`src/rtl/arb_pkg.sv`:
```
// Shared types and limits for the round-robin grant arbiter.
package arb_pkg;

    typedef enum logic [1:0] {
        ARB_IDLE  = 2'd0,
        ARB_GRANT = 2'd1,
        ARB_COOL  = 2'd2
    } arb_state_t;

    localparam int ARB_MAX_N = 16;

endpackage

```
`src/rtl/rr_pick.sv`:
```
// Combinational round-robin pick: first set request at or after ptr, wrapping.
module rr_pick #(
    parameter int N  = 4,
    parameter int PW = $clog2(N)
) (
    input  logic [N-1:0]  req,
    input  logic [PW-1:0] ptr,
    output logic          valid,
    output logic [PW-1:0] idx
);

    logic [2*N-1:0] dbl;
    logic [N-1:0]   rot;
    logic [PW-1:0]  off;
    logic [PW:0]    sum;

    always_comb begin
        dbl   = {req, req};
        rot   = dbl[ptr +: N];
        valid = |req;
        off   = '0;
        // Descending scan so the lowest set bit of the rotated vector wins.
        for (int i = N - 1; i >= 0; i--) begin
            if (rot[i]) off = PW'(i);
        end
        sum = {1'b0, ptr} + {1'b0, off};
        if (sum >= (PW+1)'(N)) sum = sum - (PW+1)'(N);
        idx = sum[PW-1:0];
    end

endmodule

```
`src/rtl/rr_grant_fsm.sv`:
```
// Round-robin single-owner arbiter with hold-time limit and one-cycle turnaround.
// state     | meaning
// ARB_IDLE  | no owner, arbitrate on any request
// ARB_GRANT | one requester owns the resource, hold timer running
// ARB_COOL  | turnaround cycle between owners, grant low
module rr_grant_fsm
    import arb_pkg::*;
#(
    parameter int N        = 4,
    parameter int MAX_HOLD = 8
) (
    input  logic                 clk,
    input  logic                 areset,
    input  logic [N-1:0]         req,
    output logic [N-1:0]         grant,
    output logic [$clog2(N)-1:0] owner,
    output logic                 busy,
    output logic                 expired
);

    localparam int PW = $clog2(N);
    localparam int HW = $clog2(MAX_HOLD + 1);

    arb_state_t    state_q, state_d;
    logic [N-1:0]  grant_q, grant_d;
    logic [PW-1:0] owner_q, owner_d;
    logic [PW-1:0] ptr_q, ptr_d;
    logic [HW-1:0] hold_q, hold_d;
    logic          expired_q, expired_d;

    logic          pick_valid;
    logic [PW-1:0] pick_idx;
    logic [PW-1:0] ptr_after_owner;

    rr_pick #(.N(N), .PW(PW)) u_pick (
        .req   (req),
        .ptr   (ptr_q),
        .valid (pick_valid),
        .idx   (pick_idx)
    );

    assign ptr_after_owner = (owner_q == PW'(N - 1)) ? '0 : owner_q + PW'(1);

    always_comb begin
        state_d   = state_q;
        grant_d   = grant_q;
        owner_d   = owner_q;
        ptr_d     = ptr_q;
        hold_d    = hold_q;
        expired_d = expired_q;
        case (state_q)
            ARB_IDLE: begin
                if (pick_valid) begin
                    grant_d = N'(1) << pick_idx;
                    owner_d = pick_idx;
                    hold_d  = HW'(1);
                    state_d = ARB_GRANT;
                end
            end
            ARB_GRANT: begin
                // Withdrawal is checked first so it wins over a simultaneous timeout.
                if (!req[owner_q]) begin
                    grant_d = '0;
                    owner_d = '0;
                    ptr_d   = ptr_after_owner;
                    state_d = ARB_COOL;
                end else if (hold_q == HW'(MAX_HOLD)) begin
                    grant_d   = '0;
                    owner_d   = '0;
                    ptr_d     = ptr_after_owner;
                    expired_d = 1'b1;
                    state_d   = ARB_COOL;
                end else begin
                    hold_d = hold_q + HW'(1);
                end
            end
            ARB_COOL: begin
                grant_d   = '0;
                owner_d   = '0;
                hold_d    = '0;
                expired_d = 1'b0;
                state_d   = ARB_IDLE;
            end
            default: begin
                grant_d   = '0;
                owner_d   = '0;
                hold_d    = '0;
                expired_d = 1'b0;
                state_d   = ARB_IDLE;
            end
        endcase
    end

    always_ff @(posedge clk or posedge areset) begin
        if (areset) begin
            state_q   <= ARB_IDLE;
            grant_q   <= '0;
            owner_q   <= '0;
            ptr_q     <= '0;
            hold_q    <= '0;
            expired_q <= 1'b0;
        end else begin
            state_q   <= state_d;
            grant_q   <= grant_d;
            owner_q   <= owner_d;
            ptr_q     <= ptr_d;
            hold_q    <= hold_d;
            expired_q <= expired_d;
        end
    end

    assign grant   = grant_q;
    assign owner   = owner_q;
    assign busy    = (state_q != ARB_IDLE);
    assign expired = expired_q;

endmodule

```
`config.mk`:
```
export PLATFORM = sky130hd
export DESIGN_NAME = rr_grant_fsm
export DESIGN_NICKNAME = d
export VERILOG_FILES = /design/src/rtl/arb_pkg.sv /design/src/rtl/rr_pick.sv /design/src/rtl/rr_grant_fsm.sv
export SDC_FILE = /design/constraint.sdc
export NUM_CORES = 1
export LEC_CHECK = 0
export BUFFER_PORTS_ARGS = -buffer_cell sky130_fd_sc_hd__buf_2
export CORE_ASPECT_RATIO = 0.75
export CORE_MARGIN = 4
export CORE_UTILIZATION = 40
export CTS_BUF_LIST = sky130_fd_sc_hd__clkbuf_4 sky130_fd_sc_hd__clkbuf_8
export DETAILED_ROUTE_END_ITERATION = 7
export PLACE_DENSITY = 0.67
export SYNTH_ARGS = -nofsm -noshare
export SYNTH_HDL_FRONTEND = slang
export SYNTH_SLANG_ARGS = --single-unit
```
`constraint.sdc`:
```
create_clock -name clk -period 5.4 [get_ports clk]
set_clock_uncertainty 0.15 [all_clocks]
set_input_delay 0 -clock clk [delete_from_list [all_inputs] [get_ports clk]]
set_output_delay 0 -clock clk [all_outputs]
set_load 0.03 [all_outputs]
```
======== Word level (Yosys, flattened, before mapping) ========
Cells that the tools add are included.
storage, ports and cells
  output and inout port bits .............. 8
  flip-flop bits (word level) ............. 15
cells by class
  order comparisons ....................... 2
  shift operators ......................... 2
  equal/unequal tests ..................... 9
  bitwise operators ....................... 1
  reductions and logical operators ........ 7
  muxes and demuxes ....................... 29
  add/sub/neg operators ................... 4
operator list
  operator                                              number
  2-to-1 mux 2 bit                                      14
  2-to-1 mux 4 bit                                      6
  one-hot mux 4 bit (2 select lines)                    2
  != test 2 bit (second input constant)                 4
  one-hot mux 2 bit (2 select lines)                    2
  indexed part select 8 x 3 -> 4 bit                    1
  AND reduction 3 bit                                   2
  adder 4 x 1 -> 4 bit (second input constant)          1
  equality test 4 bit (second input constant)           1
  AND reduction 2 bit                                   2
  OR reduction 4 bit                                    1
  left shift 1 x 2 -> 4 bit (first input constant)      1
  adder 2 x 2 -> 3 bit                                  1
  >= comparator 3 bit (second input constant)           1
  < comparator 2 x 3 -> 1 bit (second input constant)   1
  2-to-1 mux 1 bit                                      3
  != test 3 bit (second input constant)                 1
  adder 2 x 1 -> 2 bit (second input constant)          1
  binary-select mux 1 bit (select 2 bit)                1
  equality test 2 x 1 -> 1 bit (second input constant)  1
  equality test 2 bit (second input constant)           1
  logical NOT 2 bit                                     1
  != test 2 x 1 -> 1 bit (second input constant)        1
  one-hot mux 1 bit (2 select lines)                    1
  3 further kinds                                       3

======== Longest topological paths before layout ========
  depth in word-level cells ............... 11
  gate-level depth with buffers ........... 9
  gate-level depth less buffers ........... 8

======== Hierarchy ========
Synthesis repeated with hierarchy kept, for this count alone.
unflattened totals
  cells, all modules ...................... 96
  area total of the unflattened synthesis .. 945.9 µm²
modules (own cells, without submodules)
  module        area an instance (µm²)  cells each  times used  sequential area each (µm²)
  rr_grant_fsm  767.0                   69          1           375.4
  rr_pick       178.9                   27          1           0.0

======== Least setup slack after synthesis ========
Ideal clock, no wire load.
  kind .................................... reg-to-reg
  start ................................... register ptr_q[0]
  end ..................................... register grant_q[0] (netlist: grant[0])
  path buffers ............................ 1
  cell stages (with the launch flop) ...... 9
  setup slack ............................. 3.336 ns
  arrival time ............................ 1.819 ns
  cell sequence ........................... dfrtp_1 buf_2 or2b_1 o22ai_1 o21ai_0 o221ai_1 ha_1 or3_1 o31ai_1
between the ends
  cells in the longest elaborated chain, start to end .. 11
  elaborated cells on any way between the ends .. 12
  classes of those cells .................. add/sub: 2; order compare: 1; shift: 2; mux: 7
RTL lines
  what                                                              line                 text
  start, declared                                                   rr_grant_fsm.sv:27   logic [PW-1:0] ptr_q, ptr_d;
  start signal, assigned                                            rr_grant_fsm.sv:106  ptr_q <= ptr_d;
  indexed part select 8 x 3 -> 4 bit                                rr_pick.sv:19        rot = dbl[ptr +: N];
  2-to-1 mux 2 bit (4 in series)                                    rr_pick.sv:24        if (rot[i]) off = PW'(i);
  adder 2 x 2 -> 3 bit (*)                                          rr_pick.sv:26        sum = {1'b0, ptr} + {1'b0, off};
  >= comparator 3 bit or subtractor 2 x 1 -> 2 bit (tied branches)  rr_pick.sv:27        if (sum >= (PW+1)'(N)) sum = sum - (PW+1)'(N);
  2-to-1 mux 2 bit (*)                                              rr_pick.sv:27
  left shift 1 x 2 -> 4 bit (*)                                     rr_grant_fsm.sv:54   grant_d = N'(1) << pick_idx;
  2-to-1 mux 4 bit (*)                                              rr_grant_fsm.sv:53   if (pick_valid) begin
  one-hot mux 4 bit (2 select lines) (*)                            rr_grant_fsm.sv:51   case (state_q)
  end signal, assigned                                              rr_grant_fsm.sv:104  grant_q <= grant_d;
  end, declared                                                     rr_grant_fsm.sv:25   logic [N-1:0] grant_q, grant_d;
Every way passes the cells marked *; elsewhere a longest branch is shown, timed or not. The select of a mux whose other input is x is not followed.
A chain may end at the register's enable or synchronous reset.

======== Final worst setup path ========
  start ................................... register ptr_q[0]
  end ..................................... register grant_q[2] (netlist: grant[2])
The elaborated chain is that of the path after synthesis.

==> results.json <==
{
  "async_flop_share_pct": 100,
  "end_kind": "flip-flop",
  "final_hold_viol_count": 0,
  "drive_gt1_share_pct": 22.4,
  "hp-class": "in -> reg",
  "first_pass_iters": 4,
  "drt-total-wl_um": 1860,
  "place_congestion": 0.830,
  "htreeDepth": 1,
  "worstSetupStartpointType": "flip-flop",
  "portBuffers": 13,
  "synthCells": 103,
  "max_stage_delay_ps": 520,
  "clock_path_buffers": 2,
  "vias": 784,
  "status": "complete, no violations",
  "crit_chain": "or2b_1 -> o22ai_1 -> o21ai_0 -> o221ai_1 -> ha_1 -> xor2_1 -> nor4_1 -> o31ai_1",
  "grt_pass1_wl_um": 3460,
  "synth_seq_cells": 15,
  "fin_area_sq_um": 1100,
  "rsz0062_at_grt": "false",
  "critPathBufInv": 0,
  "fin_cells": 150,
  "critPathSlowestCell": "dfrtp_1",
  "final_common_cell": "dfrtp_1",
  "drt-wirelength-per-cell_um": 12.4,
  "grt_overflow_total": 0,
  "finalSetupTns_ps": 0,
  "avgSynthCellArea_sq_um": 9.74,
  "grt_use_total_pct": 13.4,
  "slew_violations": 0,
  "cp_top_family": "simple AND/OR/NAND/NOR gates",
  "cap_violations": 0,
  "irDropWorstVdd_mv": 0.227,
  "period_minus_slack_ps": 2230,
  "relSlewSlack_pct": 62.1,
  "placed_cell_area_sq_um": 1060,
  "antenna_cells": 0,
  "cts-root-buf": "clkbuf_4",
  "fill_cells": 227,
  "area_delta_synth_final_pct": 9.73,
  "synth_top_area_cell": "dfrtp_1",
  "crit-reg2reg-launch": "ptr_q[0]",
  "reg2reg_depth": 8,
  "hold_slack_ps": 124,
  "placementRows": 15,
  "initial_core_util_pct": 42.8,
  "antenna_found_initial": 0,
  "p_leak_uw": 0.000493,
  "hold_depth": 4,
  "clk_latency_ps": 280,
  "drtAntennaViolNets": 0,
  "finalNetCount": 127,
  "period_share_pct": 41.2,
  "yosys_warnings": 0,
  "postCtsSetupRepairBufs": 0,
  "powerDensity_nw_per_um2": 494,
  "drcViolationCount": 0,
  "numPlacedInstances": 145,
  "drt_iter0_drc": 19,
  "fmaxAchievable_mhz": 449,
  "crit_required_ps": 5400,
  "dp_hpwl_um": 1430,
  "reg2reg_to": "grant[2]",
  "synth.cell_area_sq_um": 1000,
  "clkTransAtPathRegs_ps": 80,
  "cts_sinks": 15,
  "core-area_sq_um": 2350,
  "synth-edff-count": 0,
  "hp-start": "req[1]",
  "setup_viol": 0,
  "dieWidth_um": 65.8,
  "worstSetupPathType": "reg -> reg",
  "synth_top_cell_area_share_pct": 37.4,
  "synth_ff_type": "dfrtp_1",
  "ios": 14,
  "tritoncts.num_buffers": 3,
  "synthDistinctLibCells": 38,
  "vias_per_cell": 5.23,
  "dieHeight_um": 51.4,
  "synth_area_leaders": "dfrtp_1 37%, o21ai_0 7.0%, ha_1 5.0%",
  "regToRegSetupSlack_ps": 3170,
  "layout_common_cells": "15 x dfrtp_1, 14 x o21ai_0, 13 x buf_2, 6 x nand2_1, 6 x inv_1",
  "critPathMaxFanout": 12,
  "synth_nets": 113,
  "crit_arrival_ps": 2230,
  "ys_seq_area_share_pct": 37.4,
  "grt_max_degree": 16,
  "dieArea_sq_um": 3380,
  "holdPathEnd": "state_q[0]",
  "worst_pin_slew_ps": 568,
  "tritoncts": "done",
  "grt_pass1_vias": 770
}
[flip-flops by register name, indices dropped and copies added (netlist names)]
register	count
owner	2
expired	1
state_q	2
hold_q	4
grant	4
ptr_q	2
[cell usage after synthesis (2+ instances only)]
library cell and count:
nand3b_1 2, nor3_1 2, ha_1 4, nor3b_1 2
nor2b_1 4, or3_1 2, o21ai_0 14, nand4_1 2
buf_6 4, a31oi_1 3, xor2_1 2, nor2_1 5
dfrtp_1 15, nand2_1 6, o31ai_1 5, inv_1 6
mux2_2 2, o21a_1 2, nand2b_1 2
[worst max path at each step]
stage	startpoint	endpoint	slack, ps	cells after the start
6_report	ptr_q[0]	grant[2]	3170	8
2_1_floorplan	ptr_q[0]	grant[0]	3340	8
3_5_place_dp	ptr_q[0]	grant[2]	3190	6
3_3_place_gp	ptr_q[0]	grant[2]	3220	8
4_1_cts	ptr_q[0]	grant[2]	3170	6
5_1_grt	ptr_q[0]	grant[2]	2950	8
[cell families (layout without fill, tap and decap cells)]
family	after synthesis	in the layout	share of synthesized area, %
AOI/OAI and AO/OA	30	30	19.5
xor gates and xnor gates	2	2	1.75
adders and majority gates	4	4	4.99
buffers and inverters	11	24	7.23
DFF	15	15	37.4
muxes	5	5	6.98
and+or+nand+nor	36	36	22.2
[metal layers]
metal  global-route usage (%)  part of all wire, %
met1                     19.2                   52
met2                     19.3                   41
met3                     5.27                  6.5
met4                     2.07                 0.38
met5                        0                    0
[timing repair]
| action | in CTS | in global routing |
|---|---|---|
| hold buffers | 1 | 0 |
| setup endpoints to repair | 0 | 0 |
| gates resized for setup | 0 | 0 |
| endpoints found under the hold margin | 15 | 0 |
[worst min-delay path, cell delays in order]
cell	delay (ps)
buf_2	160
nor4_2	80
nor2_1	160
or2_1	130
[metrics by stage]
| stage | worst slack (ps) | power, uW | util (%) |
|---|---|---|---|
| 2_1_floorplan | 3340 | 424 | - |
| 3_3_place_gp | 3220 | 472 | 45.2 |
| 3_5_place_dp | 3190 | 478 | 45.2 |
| 4_1_cts | 3170 | 549 | 46.9 |
| 5_1_grt | 2950 | 601 | 46.9 |
| 6_report | 3170 | 544 | 46.9 |
[cell type report]
cell class              count  area (sq um)  area share [%]
multi-input cells          77           556            50.5
repair buffers             14          75.1            6.82
well taps                  34          42.5            3.86
clock buffers               4          30.0            2.73
flip-flops and latches     15           375            34.1
inverters                   6          22.5            2.05
[power breakdown]
part           leakage, uW  total (uW)  switching, uW  internal, uW
registers         0.000194         197           48.3           149
clock network    0.0000184        68.8           35.1          33.7
logic             0.000281         278            161           117
Note: power is estimated with default switching activity, not from simulation.
